File: src/rtl/cpu_if_stage.sv
// Instruction-fetch stage: owns the fetch PC, issues credit-limited word reads and
// buffers each returned word with its PC for decode; redirects flush and discard.
module cpu_if_stage #(
  parameter logic [31:0] INITIAL_PC = 32'h0000_0000,
  parameter int          FIFO_DEPTH = 2
) (
  input  logic        clk_i,
  input  logic        rst_i,
  output logic        imem_req_o,
  output logic [31:0] imem_addr_o,
  input  logic        imem_gnt_i,
  input  logic        imem_rvalid_i,
  input  logic [31:0] imem_rdata_i,
  input  logic        redirect_i,
  input  logic [31:0] redirect_pc_i,
  output logic        instr_valid_o,
  output logic [31:0] instr_o,
  output logic [31:0] instr_pc_o,
  input  logic        instr_ready_i
);

  localparam int AW = $clog2(FIFO_DEPTH);
  localparam int CW = $clog2(FIFO_DEPTH + 1);
  localparam int DW = 8;
  localparam logic [CW:0]   DEPTH_W    = (CW+1)'(FIFO_DEPTH);
  localparam logic [DW-1:0] DISC_LIMIT = DW'(255 - FIFO_DEPTH);

  logic [31:0]   pc_q;
  logic [31:0]   fifo_pc_q    [FIFO_DEPTH];
  logic [31:0]   fifo_instr_q [FIFO_DEPTH];
  logic [AW-1:0] fifo_rd_q, fifo_wr_q;
  logic [CW-1:0] fifo_cnt_q;
  logic [31:0]   pend_pc_q    [FIFO_DEPTH];
  logic [AW-1:0] pend_rd_q, pend_wr_q;
  logic [CW-1:0] live_q;
  logic [DW-1:0] discard_q;

  logic [CW:0] in_use;
  logic        grant;
  logic        rsp_live;
  logic        pop;

  // Only live (non-discarded) requests consume credit; the pending queue holds just
  // their PCs, since discarded responses are always older and are dropped by count.
  assign in_use     = {1'b0, fifo_cnt_q} + {1'b0, live_q};
  assign imem_req_o = !rst_i && !redirect_i && (in_use < DEPTH_W) && (discard_q <= DISC_LIMIT);
  assign imem_addr_o = pc_q;
  assign grant      = imem_req_o && imem_gnt_i;
  assign rsp_live   = imem_rvalid_i && (discard_q == '0);
  assign pop        = instr_valid_o && instr_ready_i;

  assign instr_valid_o = (fifo_cnt_q != '0);
  assign instr_o       = fifo_instr_q[fifo_rd_q];
  assign instr_pc_o    = fifo_pc_q[fifo_rd_q];

  always_ff @(posedge clk_i or posedge rst_i) begin
    if (rst_i) begin
      pc_q <= INITIAL_PC;
    end else if (redirect_i) begin
      pc_q <= {redirect_pc_i[31:2], 2'b00};
    end else if (grant) begin
      pc_q <= pc_q + 32'd4;
    end
  end

  always_ff @(posedge clk_i or posedge rst_i) begin
    if (rst_i) begin
      for (int i = 0; i < FIFO_DEPTH; i++) pend_pc_q[i] <= '0;
      pend_rd_q <= '0;
      pend_wr_q <= '0;
      live_q    <= '0;
    end else if (redirect_i) begin
      pend_rd_q <= pend_wr_q;
      live_q    <= '0;
    end else begin
      if (grant) begin
        pend_pc_q[pend_wr_q] <= pc_q;
        pend_wr_q            <= pend_wr_q + AW'(1);
      end
      if (rsp_live) pend_rd_q <= pend_rd_q + AW'(1);
      case ({grant, rsp_live})
        2'b10:   live_q <= live_q + CW'(1);
        2'b01:   live_q <= live_q - CW'(1);
        default: live_q <= live_q;
      endcase
    end
  end

  // A redirect turns every request still in flight into one to be dropped, less the
  // one (discarded or live) that returns in the redirect cycle itself.
  always_ff @(posedge clk_i or posedge rst_i) begin
    if (rst_i) begin
      discard_q <= '0;
    end else if (redirect_i) begin
      discard_q <= discard_q + DW'(live_q) - DW'(imem_rvalid_i);
    end else if (imem_rvalid_i && (discard_q != '0)) begin
      discard_q <= discard_q - DW'(1);
    end
  end

  always_ff @(posedge clk_i or posedge rst_i) begin
    if (rst_i) begin
      for (int i = 0; i < FIFO_DEPTH; i++) begin
        fifo_pc_q[i]    <= '0;
        fifo_instr_q[i] <= '0;
      end
      fifo_rd_q  <= '0;
      fifo_wr_q  <= '0;
      fifo_cnt_q <= '0;
    end else if (redirect_i) begin
      fifo_rd_q  <= fifo_wr_q;
      fifo_cnt_q <= '0;
    end else begin
      if (rsp_live) begin
        fifo_pc_q[fifo_wr_q]    <= pend_pc_q[pend_rd_q];
        fifo_instr_q[fifo_wr_q] <= imem_rdata_i;
        fifo_wr_q               <= fifo_wr_q + AW'(1);
      end
      if (pop) fifo_rd_q <= fifo_rd_q + AW'(1);
      case ({rsp_live, pop})
        2'b10:   fifo_cnt_q <= fifo_cnt_q + CW'(1);
        2'b01:   fifo_cnt_q <= fifo_cnt_q - CW'(1);
        default: fifo_cnt_q <= fifo_cnt_q;
      endcase
    end
  end

endmodule

File: config.mk
export PLATFORM = sky130hd
export DESIGN_NAME = cpu_if_stage
export DESIGN_NICKNAME = d
export VERILOG_FILES = /design/src/rtl/cpu_if_stage.sv
export SDC_FILE = /design/constraint.sdc
export NUM_CORES = 1
export LEC_CHECK = 0
export BUFFER_PORTS_ARGS = -buffer_cell sky130_fd_sc_hd__buf_2
export CAP_MARGIN = 20
export CORE_MARGIN = 5
export CORE_UTILIZATION = 53
export CTS_BUF_LIST = sky130_fd_sc_hd__clkbuf_8
export DETAILED_ROUTE_END_ITERATION = 12
export GPL_ROUTABILITY_DRIVEN = 0
export PLACE_DENSITY = 0.78
export SLEW_MARGIN = 20
export SYNTH_ARGS = -nofsm -noshare
export SYNTH_HDL_FRONTEND = slang
export SYNTH_SLANG_ARGS = --single-unit
File: constraint.sdc
create_clock -name clk_i -period 7.9 [get_ports clk_i]
set_clock_uncertainty 0.1 [all_clocks]
set_input_delay 1.58 -clock clk_i [delete_from_list [all_inputs] [get_ports clk_i]]
set_output_delay 1.58 -clock clk_i [all_outputs]
set_load 0.02 [all_outputs]
# [Word level (Yosys, flattened, before mapping)]
# Cells that the tools add are included.
[word_totals] wordCells=94 regBits=240 output_inout_bits=98 input_bits=70
[op_classes] bitwise=5 order_cmp=8 eq_ne=4 n_reduce_logical=22 n_addsub=13 n_mux=28
[ops] cell="$mux 32" n=13
[ops] cell="$bwmux 64" n=3
[ops] cell="$demux 32 s1" n=2
[ops] cell="$add 32x3->32 const B" n=1
[ops] cell="$mux 8" n=2
[ops] cell="$reduce_bool 2->1" n=5
[ops] cell="$logic_and 1x1->1" n=9
[ops] cell="$add 8x2->8" n=1
[ops] cell="$ge 2x2->1 const B" n=4
[ops] cell="$le 8x8->1 const B" n=1
[ops] cell="$logic_not 8->1" n=1
[ops] cell="$not 1->2" n=4
[ops] cell="$pmux 2 s2" n=2
[ops] cell="$reduce_bool 8->1" n=1
[ops] cell="$sub 8x1->8" n=1
[ops] cell="$sub 8x1->8 const B" n=1
[ops] cell="$reduce_bool 3->1" n=2
[ops] cell="$add 1x1->1 const B" n=4
[ops] cell="$add 2x1->2 const B" n=2
[ops] cell="$eq 2x1->1 const B" n=2
[ops] cell="$eq 2x2->1 const B" n=2
[ops] cell="$lt 2x1->1 const B" n=2
[ops] cell="$mux 1" n=4
[ops] cell="$mux 2" n=2
[ops] cell="other kinds (6)" n=9

# [Longest topological paths before layout]
# Gate-level depths: netlist (run 1).
[logic_depth] depth_word=8 ltp_mapped=11 depth_no_buf=11

# [Worst setup path before layout (run 1)]
# Ideal clock, no wire load.
[synth_timing] path_kind="in2out" from="in redirect_i" to="out imem_req_o" stages=3 required_ns=6.220 slack_ns=3.639 arrival_ns=2.581 n_path_buf=1 path_cell_list="buf_6 or4_4 a21oi_1"
[synth_between] elab_chain_cells=4
[synth_lines] element="start: declaration" line="14" text="input logic redirect_i,"
[synth_lines] element="$logic_not 1->1" line="46" text="assign imem_req_o = !rst_i && !redirect_i && (in_use < DEPTH_W) && (discard_q <= DISC_LIMIT);"
[synth_lines] element="$logic_and 1x1->1 (3 in a row)" line="46"
[synth_lines] element="end: declaration" line="9" text="output logic imem_req_o,"
# No other way between the ends.

# [Final worst setup path (run 1)]
# Same ends and word-level chain as after synthesis.

==> results.tsv, run 1 <==
stage	metric	value	unit
timing	Finish-stage setup viols	0	
setup_path	Setup CP Type	in -> out	
logic_synthesis	top cell type by total area after synthesis	dfrtp_1	
timing	Final Hold Fails	0	
setup_path	critical path required time	6.22	ns
final_layout	nets@finish	1190	
route	detailed-route via count	7675	
logic_synthesis	main combinational cell family by area after synthesis	multiplexers	
pwr	sequential share of power	0.427	
grt	met3 usage	0.0385	
die	Die Ht	154	um
logic_synthesis	synthesized area per cell	11.7	um2
cts	clk sinks	230	
timing	worst-margin pin slew	1.05	ns
final_layout	# fillers	1612	
die	starting density of the core	0.540	
cts	TritonCTS buffer count	39	
cts	hold_buf cts	0	
setup_path	Worst Path Arrival	2.93	ns
min_path	hold crit path type	reg -> reg	
route	routed wire length	24.8	mm
final_layout	Area Growth Syn to Fin	16.0	%
place	PortBufs	161	
logic_synthesis	EDFF count, synth	0	
logic_synthesis	Synth Area in Adders	0.0300	
route	first drt pass iteration count	4	
grt	total track usage	0.210	
timing	max-slew violations	0	
logic_synthesis	Seq cells post-synth	230	
pwr	NetSw	1390	uW
logic_synthesis	Synth Flop Type	dfrtp_1	
timing	slew margin rel.	0.301	
logic_synthesis	Synth Instances	937	
die	row count	52	
timing	Final WS setup	3.29	ns
timing	Max Fclk	0.217	GHz
die	IO Count	168	
logic_synthesis	Yosys top cell area share	0.527	
logic_synthesis	Compound-Gate Fraction of Synth Area	0.0723	
grt	vias in the first global route	7848	
logic_synthesis	asr flop ratio synth	1.00	
die	Placeable Area	20200	um2
logic_synthesis	count leader, synth	dfrtp_1	
timing	Final period util	0.583	
place	number of placed instances, taps included	1324	
outcome	run status	complete, no violations	
cts	Resized cells post-CTS	0	
final_layout	Final Non-Filler Cells	1395	
cts	clock-pin slew on the worst setup and hold paths	0.06	ns
cts	TritonCTS clock tree	built	
logic_synthesis	Unique masters post-synth	55	
cts	Clock Latency Late Sink	0.54	ns
route	Initial DRC Count	495	
route	vias per cell	5.50	
setup_path	Crit. End Element	output pin	
pwr	leak pwr	0.00634	uW
cts	CTS root buf	clkbuf_8	
final_layout	footprint of the multi-input gates	4830	um2
timing	hold_ws	0.373	ns
timing	RSZ-0062 raised after global routing	false	
grt	met1 Track Usage GR	0.289	
logic_synthesis	most frequent cells after synthesis	230 x dfrtp_1, 182 x mux2_2, 80 x nand2_1, 66 x o21ai_0, 50 x nor2_1	
die	Die Width	154	um
pwr	worst vdd ir	0.162	mV
pwr	Switching Share	0.347	
final_layout	antenna diode count	0	
logic_synthesis	post-synthesis mux area share	0.223	
route	post-DR wirelength/cell	17.8	um
setup_path	crit-path max FO	71	
final_layout	FF+latch area	5760	um2
logic_synthesis	sequential-to-total area share from yosys stat	0.527	
logic_synthesis	synth warn	0	
timing	Period minus WS final	4.61	ns
route	# DRC	0	
grt	M2 GR Usage	0.340	
final_layout	layout cell share with drive strength beyond 1	0.372	
pwr	combinational share of power	0.324	
cts	Max clock buf depth	3	
pwr	Pwr Density	316	nW/um2
cts	htree depth	2	
cts	post-CTS setup buffers	0	
logic_synthesis	synthesized area	10900	um2
grt	first-pass GRT wire length	40.8	mm
logic_synthesis	dominant cells by area after synthesis	dfrtp_1 53%, mux2_2 19%, mux2i_1 3.5%, o21ai_0 3.0%, nand2_1 2.8%	
place	pre-CTS WS	3.28	ns
grt	GR peak layer	met2	
job	total of max-cap violations	0	
grt	global route total overflow	0	
grt	number of antenna violations at the first check in global routing	0	
setup_path	CP Launch Type	primary input	
logic_synthesis	XOR/XNOR Fraction of Synth Area	0.0249	
grt	largest net degree at the start of global routing	93	
route	Antenna Nets Post-Route	0	
die	die area	23600	um2
place	post-DP HPWL	16.7	mm
pwr	part of the power in the clock network	0.250	
pwr	Internal Power	2610	uW
logic_synthesis	Synth Area in Simple Gates	0.0904	
timing	Fin Setup TNS	0	ns
[registers in the layout, summed over array words and instances (netlist names)]
signal	cells
discard_q	8
fifo_cnt_q	2
fifo_instr_q	64
fifo_pc_q	60
fifo_rd_q	1
fifo_wr_q	1
imem_addr_o	30
live_q	2
pend_pc_q	60
pend_rd_q	1
pend_wr_q	1
[placed cells by master (no fill, tap or decap), types with 5 or more instances in the layout]
cell      instances
nand2_1          80
a21oi_1          40
mux2i_1          38
dfrtp_1         228
inv_1            43
o211ai_1          5
buf_2           161
nor3_1            8
xor2_1            8
o311ai_0          5
and3_1            7
o21ai_0          66
clkinv_2          6
buf_4             9
clkbuf_8         45
and4_1            5
nor2_1           49
nand4_1          14
nor4_1            9
nand3_1          17
mux2_2          182
ha_1             23
xnor2_1          23
[area by class of cell]
| class | instances | area share |
|---|---|---|
| Tap cell | 270 | 0.0267 |
| Clock buffer | 45 | 0.0489 |
| Inverter | 27 | 0.00830 |
| Sequential cell | 230 | 0.455 |
| Multi-Input combinational cell | 625 | 0.381 |
| Clock inverter | 26 | 0.00939 |
| Timing Repair Buffer | 172 | 0.0707 |
[power by group through the flow]
| stage | registers [uW] | clock network [uW] | logic (uW) |
|---|---|---|---|
| 6_report | 1710 | 998 | 1290 |
| 5_1_grt | 1750 | 1080 | 1420 |
| 2_1_floorplan | 1640 | 0 | 1010 |
| 4_1_cts | 1700 | 1020 | 1300 |
| 3_5_place_dp | 1720 | 0 | 1300 |
| 3_3_place_gp | 1710 | 0 | 1260 |
[metal layers]
layer | vias to the layer above | wire length, um
met3 | 45 | 1290
met4 | 0 | 554
met2 | 205 | 11800
met1 | 3789 | 11200
met5 | - | 0
li1 | 3636 | -
[critical path, stage by stage]
cell and delay (ns):
buf_2 0.09, buf_4 0.32, or4_4 0.62, a21oi_1 0.13
buf_2 0.18
[final timing paths]
path	startpoint	end	slack, ns	depth (start not counted)
setup / recovery	redirect_i	imem_req_o	3.29	5
hold / removal	fifo_pc_q[8]$_DFFE_PP0P_	fifo_pc_q[8]$_DFFE_PP0P_	0.37	2
setup reg to reg	fifo_cnt_q[0]$_DFFE_PP0P_	pend_pc_q[19]$_DFFE_PP0P_	4.56	7
hold reg to reg	fifo_pc_q[8]$_DFFE_PP0P_	fifo_pc_q[8]$_DFFE_PP0P_	0.37	2
max in group asynchronous	rst_i	fifo_instr_q[56]$_DFFE_PP0P_	5.55	3
min in group asynchronous	rst_i	fifo_wr_q$_DFFE_PP0P_	1.02	2
[metrics by stage]
step                      total power, uW   util  cell area [um2]
after CTS                            4030  0.625            12700
final                                4000  0.626            12700
after global routing                 4250  0.626            12700
after global placement               2970  0.589            11900
after detailed placement             3020  0.589            11900
after floorplan                      2650      -            10900
[cells by family (layout without fill, tap and decap cells)]
group / after synthesis / in the layout
buffers and inverters: 85 / 270
DFF: 230 / 230
other: 1 / 4
AOI/OAI and AO/OA: 137 / 137
muxes: 220 / 220
xor gates and xnor gates: 31 / 31
adders and majority gates: 25 / 25
and+or+nand+nor: 208 / 208
(Power assumes the default switching activity.)
==> run 2: changes to the inputs <==
--- a/config.mk
+++ b/config.mk
@@ -8,11 +8,11 @@
 export BUFFER_PORTS_ARGS = -buffer_cell sky130_fd_sc_hd__buf_2
 export CAP_MARGIN = 20
 export CORE_MARGIN = 5
-export CORE_UTILIZATION = 53
+export CORE_UTILIZATION = 57
 export CTS_BUF_LIST = sky130_fd_sc_hd__clkbuf_8
 export DETAILED_ROUTE_END_ITERATION = 12
 export GPL_ROUTABILITY_DRIVEN = 0
-export PLACE_DENSITY = 0.78
+export PLACE_DENSITY = 0.8
 export SLEW_MARGIN = 20
 export SYNTH_ARGS = -nofsm -noshare
 export SYNTH_HDL_FRONTEND = slang
==> constraint.sdc (replaced) <==
create_clock -name clk_i -period 4.7 [get_ports clk_i]
set_clock_uncertainty 0.1 [all_clocks]
set_input_delay 0.94 -clock clk_i [delete_from_list [all_inputs] [get_ports clk_i]]
set_output_delay 0.94 -clock clk_i [all_outputs]
set_load 0.02 [all_outputs]
==> run 2 against run 1 <==
Effect of this change:
- combinational power increased by 67%
- die area decreased by 6.6%
- power increased by 68%
- sequential cell count unchanged
- non-clock buffer count increased by 2
- register-to-register slack got worse by 2.7 ns
- via count decreased by 0.60%
- largest cell class unchanged
- largest power group unchanged
- highest routed layer unchanged
==> results.tsv, run 2 (synthesis gave the netlist of run 1 again) <==
stage	metric	value	unit	change
outcome	run status	complete, no violations		
cts	clk sinks	230		unchanged
setup_path	CP top delay family	simple AND/OR/NAND/NOR gates		
grt	global route total overflow	0		unchanged
grt	vias in the first global route	7981		+1.7%
die	IO Count	168		unchanged
final_layout	layout cell share with drive strength beyond 1	0.371		-0.000588
final_layout	Final Non-Filler Cells	1351		-3.2%
setup_path	Crit. End Element	output pin		
final_layout	most common cell after layout, fill and taps aside	dfrtp_1		
grt	first-pass GRT wire length	40.6	mm	-0.49%
timing	Finish-stage setup viols	0		unchanged
cts	Clock Latency Late Sink	0.52	ns	-0.02 ns
final_layout	footprint of the multi-input gates	4830	um2	unchanged
die	row count	50		-3.8%
setup_path	critical path required time	3.66	ns	-2.56 ns
route	detailed-route via count	7629		-0.60%
job	total of max-cap violations	0		unchanged
grt	number of antenna violations at the first check in global routing	1		+1
timing	max-slew violations	0		unchanged
route	post-DR wirelength/cell	18.2	um	+2.5%
setup_path	CP Cell Sequence	and2_1, fa_1, or4_4, a21oi_1, buf_2		
place	post-DP HPWL	16.4	mm	-1.4%
place	pre-CTS WS	1.21	ns	-2.07 ns
final_layout	biggest regs	fifo_instr_q x64, fifo_pc_q x60, pend_pc_q x60		
timing	Final Hold Fails	0		unchanged
pwr	Pwr Density	530	nW/um2	+68%
final_layout	FF+latch area	5760	um2	unchanged
route	# DRC	0		unchanged
final_layout	nets@finish	1191		+0.084%
timing	Final period util	0.744		
pwr	leak pwr	0.00633	uW	about the same
cts	TritonCTS buffer count	38		-2.6%
route	Initial DRC Count	388		-22%
timing	slew margin rel.	0.304		+0.00269
cts	htree depth	2		unchanged
route	routed wire length	24.6	mm	-0.75%
timing	Final WS setup	1.20	ns	-2.09 ns
route	first drt pass iteration count	5		+1
setup_path	WP buf/inv	1		-2
die	starting density of the core	0.582		+0.0422
place	number of placed instances, taps included	1289		-2.6%
timing	Max Fclk	0.286	GHz	
timing	Fin Setup TNS	0	ns	unchanged
min_path	HP Start	fifo_pc_q[31]$_DFFE_PP0P_		
final_layout	# fillers	1447		-10%
timing	RSZ-0062 raised after global routing	false		
min_path	hold crit path type	reg -> reg		
place	PortBufs	161		unchanged
die	Placeable Area	18800	um2	-7.2%
grt	total track usage	0.227		+0.0174
setup_path	crit-path max FO	5		-93%
final_layout	Largest register FFs	64		unchanged
die	die area	22000	um2	-6.6%
die	Die Ht	148	um	-3.3%
cts	post-CTS setup buffers	0		unchanged
cts	Max clock buf depth	3		unchanged
timing	worst-margin pin slew	1.04	ns	-0.00404 ns
die	Die Width	148	um	-3.3%
min_path	hold-critical path depth	2		unchanged
grt	largest net degree at the start of global routing	93		unchanged
cts	TritonCTS clock tree	built		
setup_path	Crit-path slowest cell	or4_4		
setup_path	Reg2Reg Capture Point	pend_pc_q[30]$_DFFE_PP0P_		
cts	Resized cells post-CTS	0		unchanged
setup_path	Setup CP Type	reg -> out		
cts	CTS root buf	clkbuf_8		
setup_path	reg2reg path depth	7		unchanged
setup_path	CP Launch Type	flop		
setup_path	Worst Path Arrival	2.46	ns	-0.47 ns
route	Antenna Nets Post-Route	0		unchanged
setup_path	max incr delay on CP	0.52	ns	-0.10 ns
cts	hold_buf cts	0		unchanged
final_layout	Area Growth Syn to Fin	16.1	%	
timing	Period minus WS final	3.50	ns	
setup_path	Reg-to-Reg Start	fifo_cnt_q[0]$_DFFE_PP0P_		
final_layout	largest reg by FF count	fifo_instr_q		
final_layout	final core occ	0.676		+0.0497
setup_path	internal reg-to-reg setup slack	1.84	ns	-2.72 ns
final_layout	most frequent cells in the layout	228 x dfrtp_1, 182 x mux2_2, 161 x buf_2		
route	vias per cell	5.65		+2.6%
pwr	worst vdd ir	0.388	mV	+140%
cts	clock-pin slew on the worst setup and hold paths	0.06	ns	about the same
min_path	Hold Path Sink	fifo_pc_q[31]$_DFFE_PP0P_		
==> run 2: changes by cell type in the layout (fill, tap and decap cells not counted), sizes merged <==
cell / before / now
inv: 45 / 38
clkbuf: 45 / 42
clkinv: 6 / 3
buf: 172 / 174
bufinv: 0 / 2
diode: 0 / 1
==> run 2: worst reg2reg max path: stages, from the launching register on <==
cell	delay, ns
dfrtp_1	0.43
and2_1	0.19
fa_1	0.45
nor4_1	0.33
o211a_1	0.23
nand2_1	0.30
buf_4	0.38
mux2_2	0.32
==> run 2: how the worst max path moves through the flow <==
stage / startpoint / end / depth (start not counted)
after floorplan: rst_i / discard_q[0]$_DFFE_PP0P_ / 1
after global placement: redirect_i / fifo_instr_q[23]$_DFFE_PP0P_ / 6
after detailed placement: redirect_i / fifo_instr_q[28]$_DFFE_PP0P_ / 6
after CTS: fifo_cnt_q[0]$_DFFE_PP0P_ / imem_req_o / 5
after global routing: fifo_cnt_q[0]$_DFFE_PP0P_ / imem_req_o / 5
final: fifo_cnt_q[0]$_DFFE_PP0P_ / imem_req_o / 5
==> run 2: power breakdown <==
part           leakage, uW  internal, uW  switching, uW
combinational      0.00291          1040           1110
clock             0.000406           920            741
sequential         0.00302          2480            420
total              0.00633          4440           2270
==> run 2: cell type report <==
class / count / area share
Timing Repair Buffer: 174 / 0.0778
Clock buffer: 42 / 0.0456
Clock inverter: 18 / 0.0101
Tap cell: 234 / 0.0231
Sequential cell: 230 / 0.454
Antenna cell: 1 / 0.000197
Multi-Input combinational cell: 625 / 0.381
Inverter: 27 / 0.00829
==> run 2: layer usage <==
| metal | vias to the layer above | track usage | routed length (um) |
|---|---|---|---|
| li1 | 3628 | - | - |
| met1 | 3744 | 0.305 | 10800 |
| met2 | 210 | 0.371 | 11900 |
| met3 | 47 | 0.0506 | 1380 |
| met4 | 0 | 0.0758 | 550 |
| met5 | - | 0 | 0 |
==> run 2: per-stage QoR <==
step           power, uW  area, um2  hold slack (ns)
6_report            6710      12700            0.374
5_1_grt             7150      12700            0.402
4_1_cts             6770      12600            0.378
3_5_place_dp        5080      11900            0.365
3_3_place_gp        4990      11900            0.355
2_1_floorplan       4460      10900            0.344
